===== src/rtl/hc595_serial_rx_if.sv =====
// rtl/hc595_serial_rx_if.sv - serial stream inputs and parallel word outputs of the 595-style receiver
interface hc595_serial_rx_if #(
    parameter int WIDTH = 16,
    parameter int CNT_W = 8
);
    localparam int BCW = $clog2(WIDTH + 2);

    logic             serial_in;
    logic             shift_en;
    logic             latch_in;
    logic [WIDTH-1:0] par_out;
    logic             par_valid;
    logic             frame_err;
    logic [BCW-1:0]   bit_cnt;
    logic [CNT_W-1:0] frame_cnt;

    // Driver side: produces the serial stream and observes the deserialized word
    modport master (
        output serial_in, shift_en, latch_in,
        input  par_out, par_valid, frame_err, bit_cnt, frame_cnt
    );

    // Receiver side: consumes the serial stream and presents the deserialized word
    modport slave (
        input  serial_in, shift_en, latch_in,
        output par_out, par_valid, frame_err, bit_cnt, frame_cnt
    );
endinterface


===== src/rtl/hc595_serial_rx.sv =====
// rtl/hc595_serial_rx.sv - 74HC595-chain deserializer with frame length check and good-frame counter
module hc595_serial_rx #(
    parameter int WIDTH     = 16,
    parameter int MSB_FIRST = 1,
    parameter int CNT_W     = 8
) (
    input  logic              s_clk,
    input  logic              s_reset,
    hc595_serial_rx_if.slave  bus
);
    localparam int BCW = $clog2(WIDTH + 2);
    localparam logic [BCW-1:0] CNT_FULL = BCW'(WIDTH);
    localparam logic [BCW-1:0] CNT_OVR  = BCW'(WIDTH + 1);

    logic [WIDTH-1:0] sr_q,        sr_d;
    logic [BCW-1:0]   bit_cnt_q,   bit_cnt_d;
    logic [WIDTH-1:0] par_out_q,   par_out_d;
    logic             par_valid_q, par_valid_d;
    logic             frame_err_q, frame_err_d;
    logic [CNT_W-1:0] frame_cnt_q, frame_cnt_d;
    logic [BCW-1:0]   cnt_base;

    // Next-state: shift register, bit counter and storage register with frame check
    always_comb begin
        sr_d        = sr_q;
        bit_cnt_d   = bit_cnt_q;
        par_out_d   = par_out_q;
        par_valid_d = 1'b0;
        frame_err_d = 1'b0;
        frame_cnt_d = frame_cnt_q;

        // A latch starts a new frame; a shift in the same cycle becomes its first bit
        cnt_base = bus.latch_in ? '0 : bit_cnt_q;

        if (bus.shift_en) begin
            if (MSB_FIRST != 0) begin
                sr_d = {sr_q[WIDTH-2:0], bus.serial_in};
            end else begin
                sr_d = {bus.serial_in, sr_q[WIDTH-1:1]};
            end
            // Saturate one past WIDTH so an overrun stays visible until the latch
            bit_cnt_d = (cnt_base == CNT_OVR) ? CNT_OVR : cnt_base + 1'b1;
        end else begin
            bit_cnt_d = cnt_base;
        end

        // Storage register takes the pre-shift contents, as the real 595 does
        if (bus.latch_in) begin
            par_out_d   = sr_q;
            par_valid_d = 1'b1;
            frame_err_d = (bit_cnt_q != CNT_FULL);
            if (bit_cnt_q == CNT_FULL) begin
                frame_cnt_d = frame_cnt_q + 1'b1;
            end
        end
    end

    // State registers with synchronous reset that discards any frame in progress
    always_ff @(posedge s_clk) begin
        if (s_reset) begin
            sr_q        <= '0;
            bit_cnt_q   <= '0;
            par_out_q   <= '0;
            par_valid_q <= 1'b0;
            frame_err_q <= 1'b0;
            frame_cnt_q <= '0;
        end else begin
            sr_q        <= sr_d;
            bit_cnt_q   <= bit_cnt_d;
            par_out_q   <= par_out_d;
            par_valid_q <= par_valid_d;
            frame_err_q <= frame_err_d;
            frame_cnt_q <= frame_cnt_d;
        end
    end

    assign bus.par_out   = par_out_q;
    assign bus.par_valid = par_valid_q;
    assign bus.frame_err = frame_err_q;
    assign bus.bit_cnt   = bit_cnt_q;
    assign bus.frame_cnt = frame_cnt_q;
endmodule


===== src/flat_wrapper.sv =====
// flat-port wrapper written by rule: the top's interface ports become plain ports
module hc595_serial_rx_flat 
#(
    parameter int WIDTH     = 16,
    parameter int MSB_FIRST = 1,
    parameter int CNT_W     = 8
)
  (s_clk, s_reset, bus_serial_in, bus_shift_en, bus_latch_in, bus_par_out, bus_par_valid, bus_frame_err, bus_bit_cnt, bus_frame_cnt);
  hc595_serial_rx_if #(.WIDTH(WIDTH), .CNT_W(CNT_W)) bus_i ();
  input  logic s_clk;
  input  logic s_reset;
  input wire logic [$bits(bus_i.serial_in)-1:0] bus_serial_in;
  input wire logic [$bits(bus_i.shift_en)-1:0] bus_shift_en;
  input wire logic [$bits(bus_i.latch_in)-1:0] bus_latch_in;
  output wire logic [$bits(bus_i.par_out)-1:0] bus_par_out;
  output wire logic [$bits(bus_i.par_valid)-1:0] bus_par_valid;
  output wire logic [$bits(bus_i.frame_err)-1:0] bus_frame_err;
  output wire logic [$bits(bus_i.bit_cnt)-1:0] bus_bit_cnt;
  output wire logic [$bits(bus_i.frame_cnt)-1:0] bus_frame_cnt;
  assign bus_i.serial_in = bus_serial_in;
  assign bus_i.shift_en = bus_shift_en;
  assign bus_i.latch_in = bus_latch_in;
  assign bus_par_out = bus_i.par_out;
  assign bus_par_valid = bus_i.par_valid;
  assign bus_frame_err = bus_i.frame_err;
  assign bus_bit_cnt = bus_i.bit_cnt;
  assign bus_frame_cnt = bus_i.frame_cnt;
  hc595_serial_rx #(.WIDTH(WIDTH), .MSB_FIRST(MSB_FIRST), .CNT_W(CNT_W)) u_core (.s_clk(s_clk), .s_reset(s_reset), .bus(bus_i));
endmodule

===== config.mk =====
export PLATFORM = sky130hd
export DESIGN_NAME = hc595_serial_rx_flat
export DESIGN_NICKNAME = d
export VERILOG_FILES = /design/src/rtl/hc595_serial_rx_if.sv /design/src/rtl/hc595_serial_rx.sv /design/src/flat_wrapper.sv
export SDC_FILE = /design/constraint.sdc
export NUM_CORES = 1
export LEC_CHECK = 0
export CORE_ASPECT_RATIO = 1.2
export CORE_MARGIN = 2
export CORE_UTILIZATION = 40
export CTS_CLUSTER_DIAMETER = 150
export DETAILED_ROUTE_END_ITERATION = 7
export PLACE_DENSITY_LB_ADDON = 0.25
export SLEW_MARGIN = 20
export SYNTH_ARGS = -nofsm -noshare
export SYNTH_HDL_FRONTEND = slang
export SYNTH_SLANG_ARGS = --single-unit

===== constraint.sdc =====
create_clock -name s_clk -period 1.8 [get_ports s_clk]
set_input_delay 0.36 -clock s_clk [delete_from_list [all_inputs] [get_ports s_clk]]
set_output_delay 0.36 -clock s_clk [all_outputs]
set_load 0.005 [all_outputs]

# After elaboration in Yosys (flattened, before gate mapping)
# Cells that the tools add are included.
[totals] wordCells=18 output_inout_bits=31 ff_bits=47
[classes] n_reduce_logical=2 eq_ne=3 addsub=2 bitwise_logic=1 mux=4
[ops] op="$mux 5" n=3
[ops] op="$eq 5x5->1 const B" n=2
[ops] op="$add 8x1->8 const B" n=1
[ops] op="$add 5x1->5 const B" n=1
[ops] op="$ne 5x5->1 const B" n=1
[ops] op="$reduce_and 2->1" n=1
[ops] op="$reduce_or 2->1" n=1
[ops] op="$mux 1" n=1
[ops] op="$not 1->1" n=1

# Depth between registers and ports, before layout
[depth] depth_word=4 depth_mapped=7 mapped_depth_nobuf=6

# Least setup slack after synthesis
# Ideal clock, no wire load.
[synth_timing] kind="register to register" startpoint="register u_core.bit_cnt_q[2], in the netlist u_core.bus.bit_cnt[2]" endpoint="register u_core.frame_cnt_q[7], in the netlist u_core.bus.frame_cnt[7]" synth_period_minus_slack_ps=1708 arrival_time_ps=1584 setup_ps=123 path_slack_ps=92 path_stages_with_launch=5 path_cell_list="dfxtp_1 -> or4b_1 -> buf_2 -> nor4_1 -> mux2_1"
[synth_between] elab_chain_len=2
[synth_rtl] item="start, declared" line_no="hc595_serial_rx.sv:16" source="logic [BCW-1:0] bit_cnt_q, bit_cnt_d;"
[synth_rtl] item="start signal, assigned" line_no="hc595_serial_rx.sv:69" source="bit_cnt_q <= bit_cnt_d;"
[synth_rtl] item="$eq 5x5->1" line_no="hc595_serial_rx.sv:52" source="if (bit_cnt_q == CNT_FULL) begin"
[synth_rtl] item="$reduce_and 2->1 (no line)"
[synth_rtl] item="end signal, assigned" line_no="hc595_serial_rx.sv:73" source="frame_cnt_q <= frame_cnt_d;"
[synth_rtl] item="end, declared" line_no="hc595_serial_rx.sv:20" source="logic [CNT_W-1:0] frame_cnt_q, frame_cnt_d;"
# Every way passes these cells.
# A chain may end at the register's enable or synchronous reset.

# Worst setup path after layout
[layout_timing] startpoint="register u_core.bit_cnt_q[2], in the netlist u_core.bus.bit_cnt[2]" endpoint="register u_core.frame_cnt_q[3], in the netlist u_core.bus.frame_cnt[3]"
# The elaborated chain is that of the path after synthesis.

==> summary.txt <==
STA
  – Final hold violations: 0
  – Max-slew violations: 0
  – Fin crit share: 96.5%
  – Min Hold Slack: 0.498 ns
  – Worst Skew: 0.00483 ns
  – Final min period: 1.74 ns
  – Rel. slew slack: 81.7%
  – Worst Tran Pin Value: 0.272 ns
  – Post-Route Setup TNS: 0 ns
  – Fmax: 0.576 GHz
  – Setup violations, final: 0

Power and ir drop
  – Flop pwr share: 54.1%
  – Combinational Power Share: 5.8%
  – P_sw: 424 µW
  – Pwr Density: 796 nW/µm²
  – Design internal power: 1.53 mW
  – Clk pwr share: 40.2%
  – Switching Fraction: 21.7%
  – Leakage: 0.981 nW
  – VDD IR max: 0.000706 V

Clock tree
  – Hold bufs inserted after CTS: 0
  – Clock Tree Root: clkbuf_8
  – Clk sinks: 47
  – TritonCTS clock tree: built
  – Post-CTS Setup Inserts: 0
  – Post-CTS Resized: 0
  – Htree depth: 2
  – Total CTS buffers: 5
  – Clock transition at the registers of the reported paths: 0.09 ns
  – Clock Latency Late Sink: 0.30 ns
  – Maximum clock path buffer count: 2

Die
  – Die height: 77.7 µm
  – Die width: 65.4 µm
  – IO Pins: 36
  – Core area: 4290 µm²
  – Num rows: 26
  – Initial Util: 42.2%
  – Die area: 5090 µm²

Setup path
  – Worst-path fanout max: 14
  – CP Capture Type: flip-flop
  – Reg-to-reg slack, setup: 0.06 ns
  – Critical path class: reg2reg
  – Crit start category: flip-flop
  – Reg2Reg Launch Point: u_core.bus.bit_cnt[2]$_SDFF_PP0_
  – Worst endpoint required time: 2.03 ns
  – Reg2Reg Depth: 4
  – Reg-to-reg endpoint: u_core.bus.frame_cnt[3]$_SDFFE_PP0P_
  – Crit path DAT: 1.97 ns

Finish
  – Final Util: 57.1%
  – Final std cells w/o fill: 285
  – Diode count: 0
  – Fill cell count: 418
  – Share of cells above drive strength 1: 11.8%
  – Area growth syn-to-layout: 35.2%
  – Nets@finish: 235

Detailed routing
  – Vias: 1417
  – Detail-routed via count per cell: 4.97
  – Post-DR wirelength/cell: 11.9 µm
  – Post-route antenna net violation count: 0
  – Detailed Route WL: 3390 µm
  – 1st-iter DRT viols: 42
  – Initial DRT Pass Iterations: 4
  – DRC viols: 0

Synthesis
  – Cell area after synthesis: 1810 µm²
  – Net Count, Synth: 189
  – Number of distinct library cells after synthesis: 30
  – Sequential-to-total area share from yosys stat: 51.9%
  – Gate Count Post-Synth: 182
  – Synth warnings: 0
  – FF+latch count, synth: 47
  – Mean Syn Cell Area: 9.95 µm²

Worst hold path
  – Hold Path Class: reg2reg
  – Hold Path End: u_core.bus.par_out[2]$_SDFFE_PP0P_
  – Hold Crit Start: u_core.bus.par_out[2]$_SDFFE_PP0P_
  – Hold Crit Depth: 2

Placed design
  – # port buffers: 35
  – Gpl congestion: 0.737
  – Detailed Place HPWL: 2320 µm
  – Post-placement cell count: 277

GRT
  – First-pass GRT wire length: 5660 µm
  – Initial antenna violation count: 0
  – Largest net degree at the start of global routing: 46
  – Vias in the first global route: 1303
  – GRT Util Overall: 14.1%
  – GRT overflow: 0

Job
  – Number of max-cap violations: 0

Outcome
  – Run status: complete, no violations
## through the flow
| step | total power, mW | instance area (µm²) | setup slack (ns) |
|---|---|---|---|
| 2_1_floorplan | 1.14 | 1810 | 0.0922 |
| 3_3_place_gp | 1.19 | 2320 | -0.0442 |
| 3_5_place_dp | 1.19 | 2320 | -0.0589 |
| 4_1_cts | 1.98 | 2440 | 0.0132 |
| 5_1_grt | 2.03 | 2450 | -0.00106 |
| 6_report | 1.95 | 2450 | 0.0637 |
## cell type report
| cell class | instances | area [µm²] | share of cell area (%) |
|---|---|---|---|
| Sequential cell | 47 | 941 | 38.4 |
| Multi-Input combinational cell | 118 | 813 | 33.2 |
| Timing Repair Buffer | 52 | 494 | 20.2 |
| Tap cell | 56 | 70.1 | 2.86 |
| Clock buffer | 5 | 68.8 | 2.81 |
| Clock inverter | 3 | 47.5 | 1.94 |
| Inverter | 4 | 15.0 | 0.613 |
## power by group through the flow
stage | combinational, mW | sequential, mW | clock [mW]
floorplan | 0.0637 | 1.08 | 0
global placement | 0.113 | 1.08 | 0
detailed placement | 0.113 | 1.08 | 0
CTS | 0.114 | 1.05 | 0.807
global route | 0.121 | 1.06 | 0.851
finish | 0.112 | 1.05 | 0.783
## worst max path at each step
stage / from / end / slack [ns] / cells after the start
2_1_floorplan: u_core.bus.bit_cnt[2]$_SDFF_PP0_ / u_core.bus.frame_cnt[7]$_SDFFE_PP0P_ / 0.09 / 4
3_3_place_gp: bus_latch_in / u_core.bus.bit_cnt[4]$_SDFF_PP0_ / -0.04 / 8
3_5_place_dp: bus_latch_in / u_core.bus.bit_cnt[4]$_SDFF_PP0_ / -0.06 / 8
4_1_cts: u_core.bus.bit_cnt[2]$_SDFF_PP0_ / u_core.bus.frame_cnt[3]$_SDFFE_PP0P_ / 0.01 / 4
5_1_grt: u_core.bus.bit_cnt[2]$_SDFF_PP0_ / u_core.bus.frame_cnt[6]$_SDFFE_PP0P_ / -0.001 / 4
6_report: u_core.bus.bit_cnt[2]$_SDFF_PP0_ / u_core.bus.frame_cnt[3]$_SDFFE_PP0P_ / 0.06 / 4
## cells by family after synthesis
kind of cell	count (synthesis)	synth area share [%]
simple gates	60	16.5
flops	47	51.9
mux	33	18.3
compound gates	21	7.32
buf+inv	17	3.59
xor+xnor	2	0.967
fa+ha+maj	2	1.38
## registers in the layout, summed over array words and instances, names as in the netlist
name,cells
u_core.bus.bit_cnt,5
u_core.bus.frame_cnt,8
u_core.bus.frame_err,1
u_core.bus.par_out,16
u_core.bus.par_valid,1
u_core.sr_q,16
## worst max-delay path: stages, from the launching register on
cell     delay, ns
dfxtp_1       0.32
or4b_4        0.54
buf_6         0.16
or4_1         0.49
a21oi_1       0.15
## Yosys cell counts
cell type	number	area, µm²
xor2_1	2	17.5
nand3_1	3	15.0
nand2_1	1	3.75
ha_1	2	25.0
o21a_1	1	7.51
or4_1	5	37.5
mux2_1	1	11.3
nand4b_1	1	8.76
nand2b_1	2	12.5
o31ai_1	6	45.0
a21oi_1	8	40.0
dfxtp_1	47	941
o21bai_1	1	7.51
or4b_1	2	20.0
nand4_1	3	18.8
o2111ai_1	1	8.76
clkbuf_1	9	33.8
or2b_1	1	7.51
buf_1	3	11.3
mux2i_1	32	320
nor3_1	2	10.0
nor2b_1	3	18.8
nor2_1	34	128
buf_2	1	5.00
nor4_1	1	6.26
a21o_1	1	7.51
inv_1	4	15.0
or3_1	2	12.5
a31oi_1	1	6.26
o21ai_1	2	10.0
## placed cells by master, fill, tap and decap left out, drive strengths merged, types with 3 or more instances in the layout
master / synthesis / routed
dfxtp: 47 / 47
clkdlybuf4s50: 0 / 35
nor2: 34 / 34
mux2i: 32 / 32
buf: 4 / 17
a21oi: 8 / 8
o31ai: 6 / 6
or4: 5 / 5
clkbuf: 9 / 5
inv: 4 / 5
nor2b: 3 / 3
nand3: 3 / 3
nand4: 3 / 3
## routing by layer
| metal | vias to the layer above | global-route usage, % | share of wire [%] |
|---|---|---|---|
| met5 | - | 0 | 0 |
| met4 | 0 | 4.38 | 1.1 |
| li1 | 725 | - | - |
| met2 | 34 | 24.7 | 49 |
| met3 | 4 | 4.35 | 4.5 |
| met1 | 654 | 16.3 | 45 |
(Power assumes the default switching activity.)
==> edit (config.mk and constraints unchanged) <==
`CNT_W` is set to 8 in 3 places; all go to 6.
--- a/src/rtl/hc595_serial_rx_if.sv
+++ b/src/rtl/hc595_serial_rx_if.sv
@@ -1,7 +1,7 @@
 // rtl/hc595_serial_rx_if.sv - serial stream inputs and parallel word outputs of the 595-style receiver
 interface hc595_serial_rx_if #(
     parameter int WIDTH = 16,
-    parameter int CNT_W = 8
+    parameter int CNT_W = 6
 );
     localparam int BCW = $clog2(WIDTH + 2);
 
--- a/src/rtl/hc595_serial_rx.sv
+++ b/src/rtl/hc595_serial_rx.sv
@@ -2,7 +2,7 @@
 module hc595_serial_rx #(
     parameter int WIDTH     = 16,
     parameter int MSB_FIRST = 1,
-    parameter int CNT_W     = 8
+    parameter int CNT_W     = 6
 ) (
     input  logic              s_clk,
     input  logic              s_reset,
--- a/src/flat_wrapper.sv
+++ b/src/flat_wrapper.sv
@@ -3,7 +3,7 @@
 #(
     parameter int WIDTH     = 16,
     parameter int MSB_FIRST = 1,
-    parameter int CNT_W     = 8
+    parameter int CNT_W     = 6
 )
   (s_clk, s_reset, bus_serial_in, bus_shift_en, bus_latch_in, bus_par_out, bus_par_valid, bus_frame_err, bus_bit_cnt, bus_frame_cnt);
   hc595_serial_rx_if #(.WIDTH(WIDTH), .CNT_W(CNT_W)) bus_i ();
Ports: changed (resized bus_frame_cnt); port bits go from 36 to 34. No check against the original RTL was run, so the function may have changed too.
==> edit against the unedited design <==
- first-iteration DRC count grew to 2.5 times the old value
- routed wire length is 0.85% lower
- via count is 5.9% lower
- design area is 7.0% lower
- sequential power is 4% lower
- synthesized area is 6.0% lower
- critical path depth is 1 lower
- worst setup slack better by 58 ps
- sequential cell count is 2 lower
- count of clock-buffer cells in the layout stayed put
- power is 6.0% lower
- largest cell class unchanged
- largest power group unchanged
==> edit: results (changes against the unedited design) <==
Max VDD drop 0.513 mV (-27%); setup slack, reg-to-reg 120 ps (+60 ps); met3 WL 144 um (-5.3%); Placement Cell Area 0.00217 sq mm (-6.6%); Synth area leaders dfxtp_1 (53%), mux2i_1 (19%), nor2_1 (7.1%); syn nets 176 (-6.9%); Starting DRT DRC Count 105 (+150%); hold_sp u_core.bus.frame_cnt[5]$_SDFFE_PP0P_; post-synth top area share 52.9% (+0.97 points); global-route wire length before repair 5740 um (+1.3%); slowest stage delay, CP 590 ps (+50 ps); met3 usage 4.58% (+0.23 points); Post-synth top cells dfxtp_1 (45), mux2i_1 (32), nor2_1 (32); GR Layer Usage met2 26.2% (+1.5 points); R2R depth 3 (-1); Hold Path Sink u_core.bus.frame_cnt[5]$_SDFFE_PP0P_; met1 usage 17.5% (+1.2 points); fin nets 216 (-8.1%); crit path DAT 1910 ps (-60 ps); largest net degree at the start of global routing 45 (-2.2%); Total GRT Usage 15.3% (+1.2 points); Routability Congestion 0.807 (+9.5%); M1 WL 1520 um (-0.98%); register area share after synthesis 52.9% (+0.97 points); status finished, final reports clean; number of global-route vias before repair 1325 (+1.7%); post-DP HPWL 2340 um (+0.69%)
-- edit: cell types whose count changed after synthesis, moves of 2 or more --
cell / change
nand3_1: -3
o31ai_1: -2
clkbuf_1: -2
buf_2: +2
nand2b_1: +2
dfxtp_1: -2
o21ai_1: -2
o21ai_0: +2
nor2_1: -2
-- edit: final cells by class --
cell class                      count  share of cell area, %
Sequential cell                    45                   39.6
Multi-Input combinational cell    109                   32.7
Timing Repair Buffer               45                   19.6
Tap cell                           56                   3.08
Clock buffer                        5                   3.02
Clock inverter                      2                   1.54
Inverter                            3                  0.495
-- edit: kinds of logic after synthesis --
group / synth area share, %
AO/OA/AOI/OAI: 7.35
XOR/XNOR: 1.03
adder cells (fa/ha/maj): 1.47
buffers and inverters: 3.53
flip-flops: 52.9
multiplexers: 18.8
AND/OR/NAND/NOR: 14.9
-- edit: worst max path at each step --
stage                                                 from                                    to  cells after the start
after CTS                 u_core.bus.bit_cnt[1]$_SDFF_PP0_  u_core.bus.frame_cnt[3]$_SDFFE_PP0P_                      3
after detailed placement                      bus_latch_in      u_core.bus.bit_cnt[4]$_SDFF_PP0_                      7
final                     u_core.bus.bit_cnt[1]$_SDFF_PP0_  u_core.bus.frame_cnt[3]$_SDFFE_PP0P_                      3
after global placement                        bus_latch_in      u_core.bus.bit_cnt[4]$_SDFF_PP0_                      7
after floorplan           u_core.bus.bit_cnt[1]$_SDFF_PP0_  u_core.bus.frame_cnt[3]$_SDFFE_PP0P_                      4
after global routing      u_core.bus.bit_cnt[4]$_SDFF_PP0_  u_core.bus.frame_cnt[4]$_SDFFE_PP0P_                      3
-- edit: worst register-to-register path: cells and delay by family (launching register included) --
family	cells	cell delay, ps
AND/OR/NAND/NOR	2	1150
flip-flops	1	320
AO/OA/AOI/OAI	1	150
-- edit: metrics by stage --
| step | utilization (%) | setup slack (ps) | hold slack [ps] | std cells |
|---|---|---|---|---|
| final | 54.7 | 122 | 490 | 265 |
| after CTS | 54.6 | 31.8 | 493 | 265 |
| after floorplan | - | 158 | 460 | 169 |
| after global routing | 54.7 | 66.7 | 511 | 265 |
| after global placement | 52.1 | -3.86 | 461 | 258 |
| after detailed placement | 52.1 | -80.8 | 482 | 258 |
-- edit: timing repair --
| action | in CTS | in global routing |
|---|---|---|
| hold buffers | 0 | 0 |
| setup buffers | 0 | 0 |
| gates resized for setup | 0 | 1 |
| setup endpoints to repair | 0 | 4 |
-- edit: power groups by stage --
stage	sequential, W	combinational, W	clock, W
6_report	0.00101	0.000108	0.000715
4_1_cts	0.00101	0.000109	0.000742
5_1_grt	0.00101	0.000117	0.000776
3_5_place_dp	0.00103	0.000108	0
2_1_floorplan	0.00103	0.0000613	0
3_3_place_gp	0.00103	0.000107	0
